==> config.mk <==
export PLATFORM = sky130hd
export DESIGN_NAME = curl_pow_ctrl_flat
export DESIGN_NICKNAME = d
export VERILOG_FILES = /design/src/rtl/curl_pow_ctrl_pkg.sv /design/src/rtl/curl_pow_ctrl_if.sv /design/src/rtl/curl_pow_ctrl.sv /design/src/flat_wrapper.sv
export SDC_FILE = /design/constraint.sdc
export NUM_CORES = 1
export LEC_CHECK = 0
export ABC_AREA = 1
export BUFFER_PORTS_ARGS = -buffer_cell sky130_fd_sc_hd__buf_2
export CORE_UTILIZATION = 56
export CTS_BUF_LIST = sky130_fd_sc_hd__clkbuf_8
export DETAILED_ROUTE_END_ITERATION = 8
export GPL_ROUTABILITY_DRIVEN = 1
export GPL_TIMING_DRIVEN = 0
export HOLD_SLACK_MARGIN = 0.05
export PLACE_DENSITY = 0.82
export SYNTH_ARGS = -nofsm -noshare
export SYNTH_HDL_FRONTEND = slang
export SYNTH_SLANG_ARGS = --single-unit
==> constraint.sdc <==
create_clock -name i_clk -period 4.2 [get_ports i_clk]
set_input_delay 0.63 -clock i_clk [delete_from_list [all_inputs] [get_ports i_clk]]
set_output_delay 0.63 -clock i_clk [all_outputs]
set_load 0.05 [all_outputs]
==> src/rtl/curl_pow_ctrl_pkg.sv <==
// Shared constants, FSM state type and the MWM mask helper for the Curl PoW job sequencer.
package curl_pow_pkg;

  localparam int DATA_WIDTH        = 54;
  localparam int WORDS_PER_BLOCK   = 9;
  localparam int NONCE_WORD_OFFSET = 6;
  localparam int NONCE_WORDS       = 3;
  localparam int MWM_MASK_WIDTH    = 32;
  localparam int BLK_CNT_WIDTH     = 4;
  localparam int MWM_WIDTH         = 6;
  localparam int CORE_ADDR_WIDTH   = 4;

  typedef enum logic [2:0] {
    ST_IDLE,
    ST_LOAD,
    ST_XFORM_REQ,
    ST_XFORM_WAIT,
    ST_POW_REQ,
    ST_POW_WAIT,
    ST_NONCE_OUT
  } state_t;

  // Top mwm bits set; values of 32 and above give an all-ones mask.
  function automatic logic [MWM_MASK_WIDTH-1:0] mwm_to_mask(input logic [MWM_WIDTH-1:0] mwm);
    if (mwm >= MWM_WIDTH'(MWM_MASK_WIDTH)) return '1;
    return ~({MWM_MASK_WIDTH{1'b1}} >> mwm);
  endfunction

endpackage

==> src/rtl/curl_pow_ctrl_if.sv <==
// Word-in / nonce-out streams between the HPS-side bridge (master) and the sequencer (slave).
// Both streams use valid/ready: a beat transfers on a rising edge where valid and ready are both high;
// a source holds data stable while valid is high and ready is low.
interface curl_pow_ctrl_if import curl_pow_pkg::*; ();

  logic [DATA_WIDTH-1:0] i_s_data;
  logic                  i_s_valid;
  logic                  o_s_ready;
  logic [DATA_WIDTH-1:0] o_m_data;
  logic                  o_m_valid;
  logic                  o_m_last;
  logic                  i_m_ready;

  modport master (
    output i_s_data, i_s_valid, i_m_ready,
    input  o_s_ready, o_m_data, o_m_valid, o_m_last
  );

  modport slave (
    input  i_s_data, i_s_valid, i_m_ready,
    output o_s_ready, o_m_data, o_m_valid, o_m_last
  );

endinterface

==> src/rtl/curl_pow_ctrl.sv <==
// Job sequencer for the Curl PoW core: absorbs blocks, launches PoW, streams back the nonce.
// Optional macro CURL_POW_CTRL_ATTEMPT_CNT_EN adds a full 32-bit o_attempts counter output.
module curl_pow_ctrl import curl_pow_pkg::*; (
  input  logic                       i_clk,
  input  logic                       i_rst,
  input  logic                       i_start,
  input  logic [BLK_CNT_WIDTH-1:0]   i_num_blocks,
  input  logic [MWM_WIDTH-1:0]       i_mwm,
  curl_pow_ctrl_if.slave             strm,
  output logic                       o_busy,
  output logic                       o_done,
  output logic                       o_err,
  output logic                       o_core_we,
  output logic [CORE_ADDR_WIDTH-1:0] o_core_addr,
  output logic [DATA_WIDTH-1:0]      o_core_data,
  output logic                       o_core_transform,
  output logic                       o_core_pow,
  output logic [MWM_MASK_WIDTH-1:0]  o_core_mwm_mask,
  input  logic                       i_core_transforming,
  input  logic                       i_core_pow_hash_finish,
  input  logic                       i_core_pow_finish,
  input  logic [DATA_WIDTH-1:0]      i_core_data,
`ifdef CURL_POW_CTRL_ATTEMPT_CNT_EN
  output logic [31:0]                o_attempts,
`endif
  output state_t                     o_dbg_state
);

`ifdef CURL_POW_CTRL_ATTEMPT_CNT_EN
  localparam int ATT_W = 32;
  localparam logic [ATT_W-1:0] ATT_MAX = '1;
`else
  localparam int ATT_W = 2;
  localparam logic [ATT_W-1:0] ATT_MAX = 2'd2;
`endif

  state_t                      state_q, state_d;
  logic [BLK_CNT_WIDTH-1:0]    blks_q, blk_cnt_q;
  logic [CORE_ADDR_WIDTH-1:0]  word_cnt_q;
  logic [1:0]                  idx_q;
  logic                        seen_busy_q;
  logic [DATA_WIDTH-1:0]       nonce_cap_q [NONCE_WORDS];
  logic [MWM_MASK_WIDTH-1:0]   mask_q;
  logic                        err_q, done_q;
  logic [ATT_W-1:0]            att_q;

  logic params_ok, last_blk, s_beat, last_word, m_accept_last;
  logic [DATA_WIDTH-1:0] m_data;

  assign params_ok     = (i_num_blocks != '0) && (i_mwm <= MWM_WIDTH'(MWM_MASK_WIDTH));
  assign last_blk      = (blk_cnt_q == blks_q - BLK_CNT_WIDTH'(1));
  assign s_beat        = (state_q == ST_LOAD) && strm.i_s_valid;
  assign last_word     = (word_cnt_q == CORE_ADDR_WIDTH'(WORDS_PER_BLOCK - 1));
  assign m_accept_last = (state_q == ST_NONCE_OUT) && strm.i_m_ready && (idx_q == 2'd2);

  // A single successful attempt means the host-supplied nonce words were the winners.
  assign m_data = (att_q == ATT_W'(1)) ? nonce_cap_q[idx_q] : i_core_data;

  always_comb begin
    state_d          = state_q;
    strm.o_s_ready   = 1'b0;
    strm.o_m_valid   = 1'b0;
    strm.o_m_last    = 1'b0;
    strm.o_m_data    = '0;
    o_core_we        = 1'b0;
    o_core_addr      = '0;
    o_core_data      = '0;
    o_core_transform = 1'b0;
    o_core_pow       = 1'b0;
    case (state_q)
      ST_IDLE: if (i_start && params_ok) state_d = ST_LOAD;
      ST_LOAD: begin
        strm.o_s_ready = 1'b1;
        if (strm.i_s_valid) begin
          o_core_we   = 1'b1;
          o_core_addr = word_cnt_q;
          o_core_data = strm.i_s_data;
          if (last_word) state_d = last_blk ? ST_POW_REQ : ST_XFORM_REQ;
        end
      end
      ST_XFORM_REQ: begin
        o_core_transform = 1'b1;
        state_d          = ST_XFORM_WAIT;
      end
      // Wait for a full busy high-then-low cycle; transform latency is not assumed.
      ST_XFORM_WAIT: if (seen_busy_q && !i_core_transforming) state_d = ST_LOAD;
      ST_POW_REQ: begin
        o_core_pow = 1'b1;
        state_d    = ST_POW_WAIT;
      end
      ST_POW_WAIT: if (i_core_pow_finish) state_d = ST_NONCE_OUT;
      ST_NONCE_OUT: begin
        strm.o_m_valid = 1'b1;
        strm.o_m_last  = (idx_q == 2'd2);
        strm.o_m_data  = m_data;
        o_core_addr    = CORE_ADDR_WIDTH'(idx_q);
        if (m_accept_last) state_d = ST_IDLE;
      end
      default: state_d = ST_IDLE;
    endcase
  end

  always_ff @(posedge i_clk) begin
    if (i_rst) begin
      state_q     <= ST_IDLE;
      blks_q      <= '0;
      blk_cnt_q   <= '0;
      word_cnt_q  <= '0;
      idx_q       <= '0;
      seen_busy_q <= 1'b0;
      mask_q      <= '0;
      err_q       <= 1'b0;
      done_q      <= 1'b0;
      att_q       <= '0;
      for (int i = 0; i < NONCE_WORDS; i++) nonce_cap_q[i] <= '0;
    end else begin
      state_q <= state_d;
      err_q   <= (state_q == ST_IDLE) && i_start && !params_ok;
      done_q  <= m_accept_last;
      case (state_q)
        ST_IDLE: if (i_start && params_ok) begin
          blks_q     <= i_num_blocks;
          mask_q     <= mwm_to_mask(i_mwm);
          blk_cnt_q  <= '0;
          word_cnt_q <= '0;
          att_q      <= '0;
        end
        ST_LOAD: if (s_beat) begin
          word_cnt_q <= last_word ? '0 : word_cnt_q + CORE_ADDR_WIDTH'(1);
          if (last_blk && (word_cnt_q >= CORE_ADDR_WIDTH'(NONCE_WORD_OFFSET)))
            nonce_cap_q[2'(word_cnt_q - CORE_ADDR_WIDTH'(NONCE_WORD_OFFSET))] <= strm.i_s_data;
        end
        ST_XFORM_REQ: seen_busy_q <= 1'b0;
        ST_XFORM_WAIT: begin
          if (i_core_transforming) seen_busy_q <= 1'b1;
          else if (seen_busy_q)    blk_cnt_q   <= blk_cnt_q + BLK_CNT_WIDTH'(1);
        end
        ST_POW_WAIT: begin
          if (i_core_pow_hash_finish && (att_q != ATT_MAX)) att_q <= att_q + ATT_W'(1);
          if (i_core_pow_finish) idx_q <= '0;
        end
        ST_NONCE_OUT: if (strm.i_m_ready) idx_q <= (idx_q == 2'd2) ? 2'd0 : idx_q + 2'd1;
        default: ;
      endcase
    end
  end

  assign o_busy          = (state_q != ST_IDLE);
  assign o_done          = done_q;
  assign o_err           = err_q;
  assign o_core_mwm_mask = mask_q;
  assign o_dbg_state     = state_q;
`ifdef CURL_POW_CTRL_ATTEMPT_CNT_EN
  assign o_attempts      = att_q;
`endif

endmodule

==> src/flat_wrapper.sv <==
// flat-port wrapper written by rule: the top's interface ports become plain ports
module curl_pow_ctrl_flat import curl_pow_pkg::*;
  (i_clk, i_rst, i_start, i_num_blocks, i_mwm, o_busy, o_done, o_err, o_core_we, o_core_addr, o_core_data, o_core_transform, o_core_pow, o_core_mwm_mask, i_core_transforming, i_core_pow_hash_finish, i_core_pow_finish, i_core_data, o_dbg_state, strm_i_s_data, strm_i_s_valid, strm_i_m_ready, strm_o_s_ready, strm_o_m_data, strm_o_m_valid, strm_o_m_last);
  curl_pow_ctrl_if strm_i ();
  input  logic i_clk;
  input  logic i_rst;
  input  logic i_start;
  input  logic [BLK_CNT_WIDTH-1:0] i_num_blocks;
  input  logic [MWM_WIDTH-1:0] i_mwm;
  output logic o_busy;
  output logic o_done;
  output logic o_err;
  output logic o_core_we;
  output logic [CORE_ADDR_WIDTH-1:0] o_core_addr;
  output logic [DATA_WIDTH-1:0] o_core_data;
  output logic o_core_transform;
  output logic o_core_pow;
  output logic [MWM_MASK_WIDTH-1:0] o_core_mwm_mask;
  input  logic i_core_transforming;
  input  logic i_core_pow_hash_finish;
  input  logic i_core_pow_finish;
  input  logic [DATA_WIDTH-1:0] i_core_data;
  output state_t o_dbg_state;
  input wire logic [$bits(strm_i.i_s_data)-1:0] strm_i_s_data;
  input wire logic [$bits(strm_i.i_s_valid)-1:0] strm_i_s_valid;
  input wire logic [$bits(strm_i.i_m_ready)-1:0] strm_i_m_ready;
  output wire logic [$bits(strm_i.o_s_ready)-1:0] strm_o_s_ready;
  output wire logic [$bits(strm_i.o_m_data)-1:0] strm_o_m_data;
  output wire logic [$bits(strm_i.o_m_valid)-1:0] strm_o_m_valid;
  output wire logic [$bits(strm_i.o_m_last)-1:0] strm_o_m_last;
  assign strm_i.i_s_data = strm_i_s_data;
  assign strm_i.i_s_valid = strm_i_s_valid;
  assign strm_i.i_m_ready = strm_i_m_ready;
  assign strm_o_s_ready = strm_i.o_s_ready;
  assign strm_o_m_data = strm_i.o_m_data;
  assign strm_o_m_valid = strm_i.o_m_valid;
  assign strm_o_m_last = strm_i.o_m_last;
  curl_pow_ctrl u_core (.i_clk(i_clk), .i_rst(i_rst), .i_start(i_start), .i_num_blocks(i_num_blocks), .i_mwm(i_mwm), .strm(strm_i), .o_busy(o_busy), .o_done(o_done), .o_err(o_err), .o_core_we(o_core_we), .o_core_addr(o_core_addr), .o_core_data(o_core_data), .o_core_transform(o_core_transform), .o_core_pow(o_core_pow), .o_core_mwm_mask(o_core_mwm_mask), .i_core_transforming(i_core_transforming), .i_core_pow_hash_finish(i_core_pow_hash_finish), .i_core_pow_finish(i_core_pow_finish), .i_core_data(i_core_data), .o_dbg_state(o_dbg_state));
endmodule
==> flow_summary.toml <==
[timing]
max_slew.worst_pin.slew_ns = 0.929
setup_viol_count_final = 0
fin_ws_ns = 0.323
fin_crit_ns = 3.88
max_slew_margin = 0.379
fin_skew_ns = 0.0197
post-route-period-util = 0.923
final_hold_viol_count = 0
rsz0062_at_grt = "false"
slew_violations = 0
max_freq_ghz = 0.258

[detailed_routing]
antenna_left = 0
num_vias = 11027
drt_wl_total_um = 36100
vias_per_cell = 5.61
wire_per_inst_um = 18.3
drt_first_pass_iters = 5
drc = 0
dr.first_iter.drc_count = 1048

[setup_path]
start_kind = "register"
cp_max_fo = 10
crit_type = "register to output port"
cp-end-kind = "output port"
cp.required_ns = 3.57
critPathArrivalTime_ns = 3.25

[clock_network]
clock_latency_ns = 0.54
cts_buffers = 43
clock_path_buffers = 3
cts_resized = 0
cts_tree = "yes"
cts.sinks = 272
ctsHoldBuffers = 0
cts_setup_buffers = 0
clk_pin_slew_worst_paths_ns = 0.06
root_buffer = "clkbuf_8"
htreeDepth = 2

[synthesis]
synth_edf_count = 216
ys_ff_latch = 272
syn_area_mm2 = 0.0128
ys_async_sr_fraction = 0
seq_area_frac_synth = 0.596
avgSynthCellArea_um2 = 9.64
synth_ff_type = "edfxtp_1"
synth_fp_nets = 1459
synthCells = 1325
ys_types = 29
ys_warn_count = 0

[grt]
grt_first_pass_wirelength_um = 55700
grt_max_degree = 55
grt_overflow = 0
antenna_found_initial = 5
grt_use_total = 0.306
grt_pass1_vias = 10622

[min_path]
hold_path_class = "input port to register"

[finish]
fill_cells = 1705
syn2layout_area_growth_pct = 21.2
finalNonFillerCells = 1967
final_cell_mix = "376 x nor2_1, 286 x buf_2, 216 x edfxtp_1"
mostFrequentLayoutCell = "nor2_1"
nets = 1787
drive_gt1_frac = 0.225

[pwr]
p_leak_nw = 7.11
p_per_area_mw_per_mm2 = 424
vdd_drop_max_mv = 0.319

[place]
dp_hpwl_um = 25100
place_ws_ns = 0.658
portBuffers = 281
gp_congestion = 0.897
dp.cells = 1889

[floorplan]
coreArea_mm2 = 0.0221
die_width_um = 153
placementRows = 54
initial_utilization = 0.578
die-area_mm2 = 0.0234
die_h_um = 153
num_io_pins = 282

[run_status]
status = "completed"

[job]
cap_viol_max_count = 0
==> registers in the layout, summed over array words and instances (netlist names), 2 cells and up, named ones only <==
register,count
u_core.nonce_cap_q,216
u_core.o_core_mwm_mask,32
u_core.blk_cnt_q,4
u_core.blks_q,4
u_core.word_cnt_q,4
u_core.o_dbg_state,3
u_core.att_q,2
u_core.idx_q,2
==> where the power goes <==
part / internal (mW) / switching [mW]
sequential: 3.02 / 0.0682
clock: 1.29 / 1.02
combinational: 0.259 / 0.904
==> critical path, stage by stage, from the launching register on <==
cell	delay, ns
dfxtp_1	0.35
ha_1	0.23
clkbuf_1	0.53
clkbuf_1	0.42
clkbuf_1	0.49
o221ai_1	0.24
inv_1	0.16
buf_2	0.28
==> stage by stage <==
step                area, um2  hold WS, ns  total power, mW  setup TNS (ns)  utilization
floorplan               12800        0.450             3.95               0            -
global placement        14500        0.454             4.28          -14.06        0.658
detailed placement      14600        0.456             4.30               0        0.661
CTS                     15500        0.259             6.56               0        0.700
global route            15500        0.257             6.78               0        0.700
finish                  15500        0.277             6.56               0        0.701
==> synth_stat cells (5+ instances only) <==
cell,count,area [um2]
nor2_1,376,1410
edfxtp_1,216,6490
inv_1,154,578
o21ai_0,149,746
nand2_1,74,278
clkbuf_1,57,214
dfxtp_1,56,1120
mux2i_1,54,541
o221ai_1,54,473
a21oi_1,37,185
nand3_1,27,135
buf_6,15,169
nor3_1,11,55.1
ha_1,8,100
nor2_2,6,37.5
buf_2,5,25.0
==> path summary, 6_finish.rpt <==
| check | start | end | slack, ns | depth (start not counted) |
|---|---|---|---|---|
| hold / removal | strm_i_s_data[51] | u_core.nonce_cap_q[3][51] | 0.28 | 1 |
| hold reg to reg | u_core.o_core_mwm_mask[1] | u_core.o_core_mwm_mask[1] | 0.46 | 2 |
| setup / recovery | u_core.att_q[0] | strm_o_m_data[36] | 0.32 | 7 |
| setup reg to reg | u_core.o_dbg_state[0] | u_core.nonce_cap_q[2][32] | 0.90 | 10 |
==> metal layers <==
layer  part of all wire  up-vias  GRT usage
met3              0.093       84     0.0530
li1                   -     5131          -
met2               0.49      603      0.515
met5            0.00064        -          0
met4              0.032        4      0.126
met1               0.39     5205      0.391
==> cell families (layout without fill, tap and decap cells) <==
family                     count (synthesis)  count (layout)  share of synthesized area
DFF                                      272             272                      0.596
muxes                                     54              54                     0.0423
adders and majority gates                  8               8                    0.00784
xor gates and xnor gates                   6               6                    0.00411
AOI/OAI and AO/OA                        243             243                      0.111
and+or+nand+nor                          504             504                      0.159
buffers and inverters                    238             596                     0.0792
other                                      0               4                          0
==> layout make-up <==
| cell class | count | area (um2) | share of cell area |
|---|---|---|---|
| Sequential cell | 272 | 7610 | 0.491 |
| Multi-Input combinational cell | 815 | 4170 | 0.269 |
| Timing Repair Buffer | 284 | 1470 | 0.0947 |
| Clock buffer | 48 | 661 | 0.0427 |
| Inverter | 157 | 589 | 0.0381 |
| Buffer | 80 | 419 | 0.0271 |
| Tap cell | 280 | 350 | 0.0226 |
| Clock inverter | 27 | 210 | 0.0136 |
| Antenna cell | 4 | 10.0 | 0.000647 |
No activity file was read; power rests on OpenSTA's default activity.
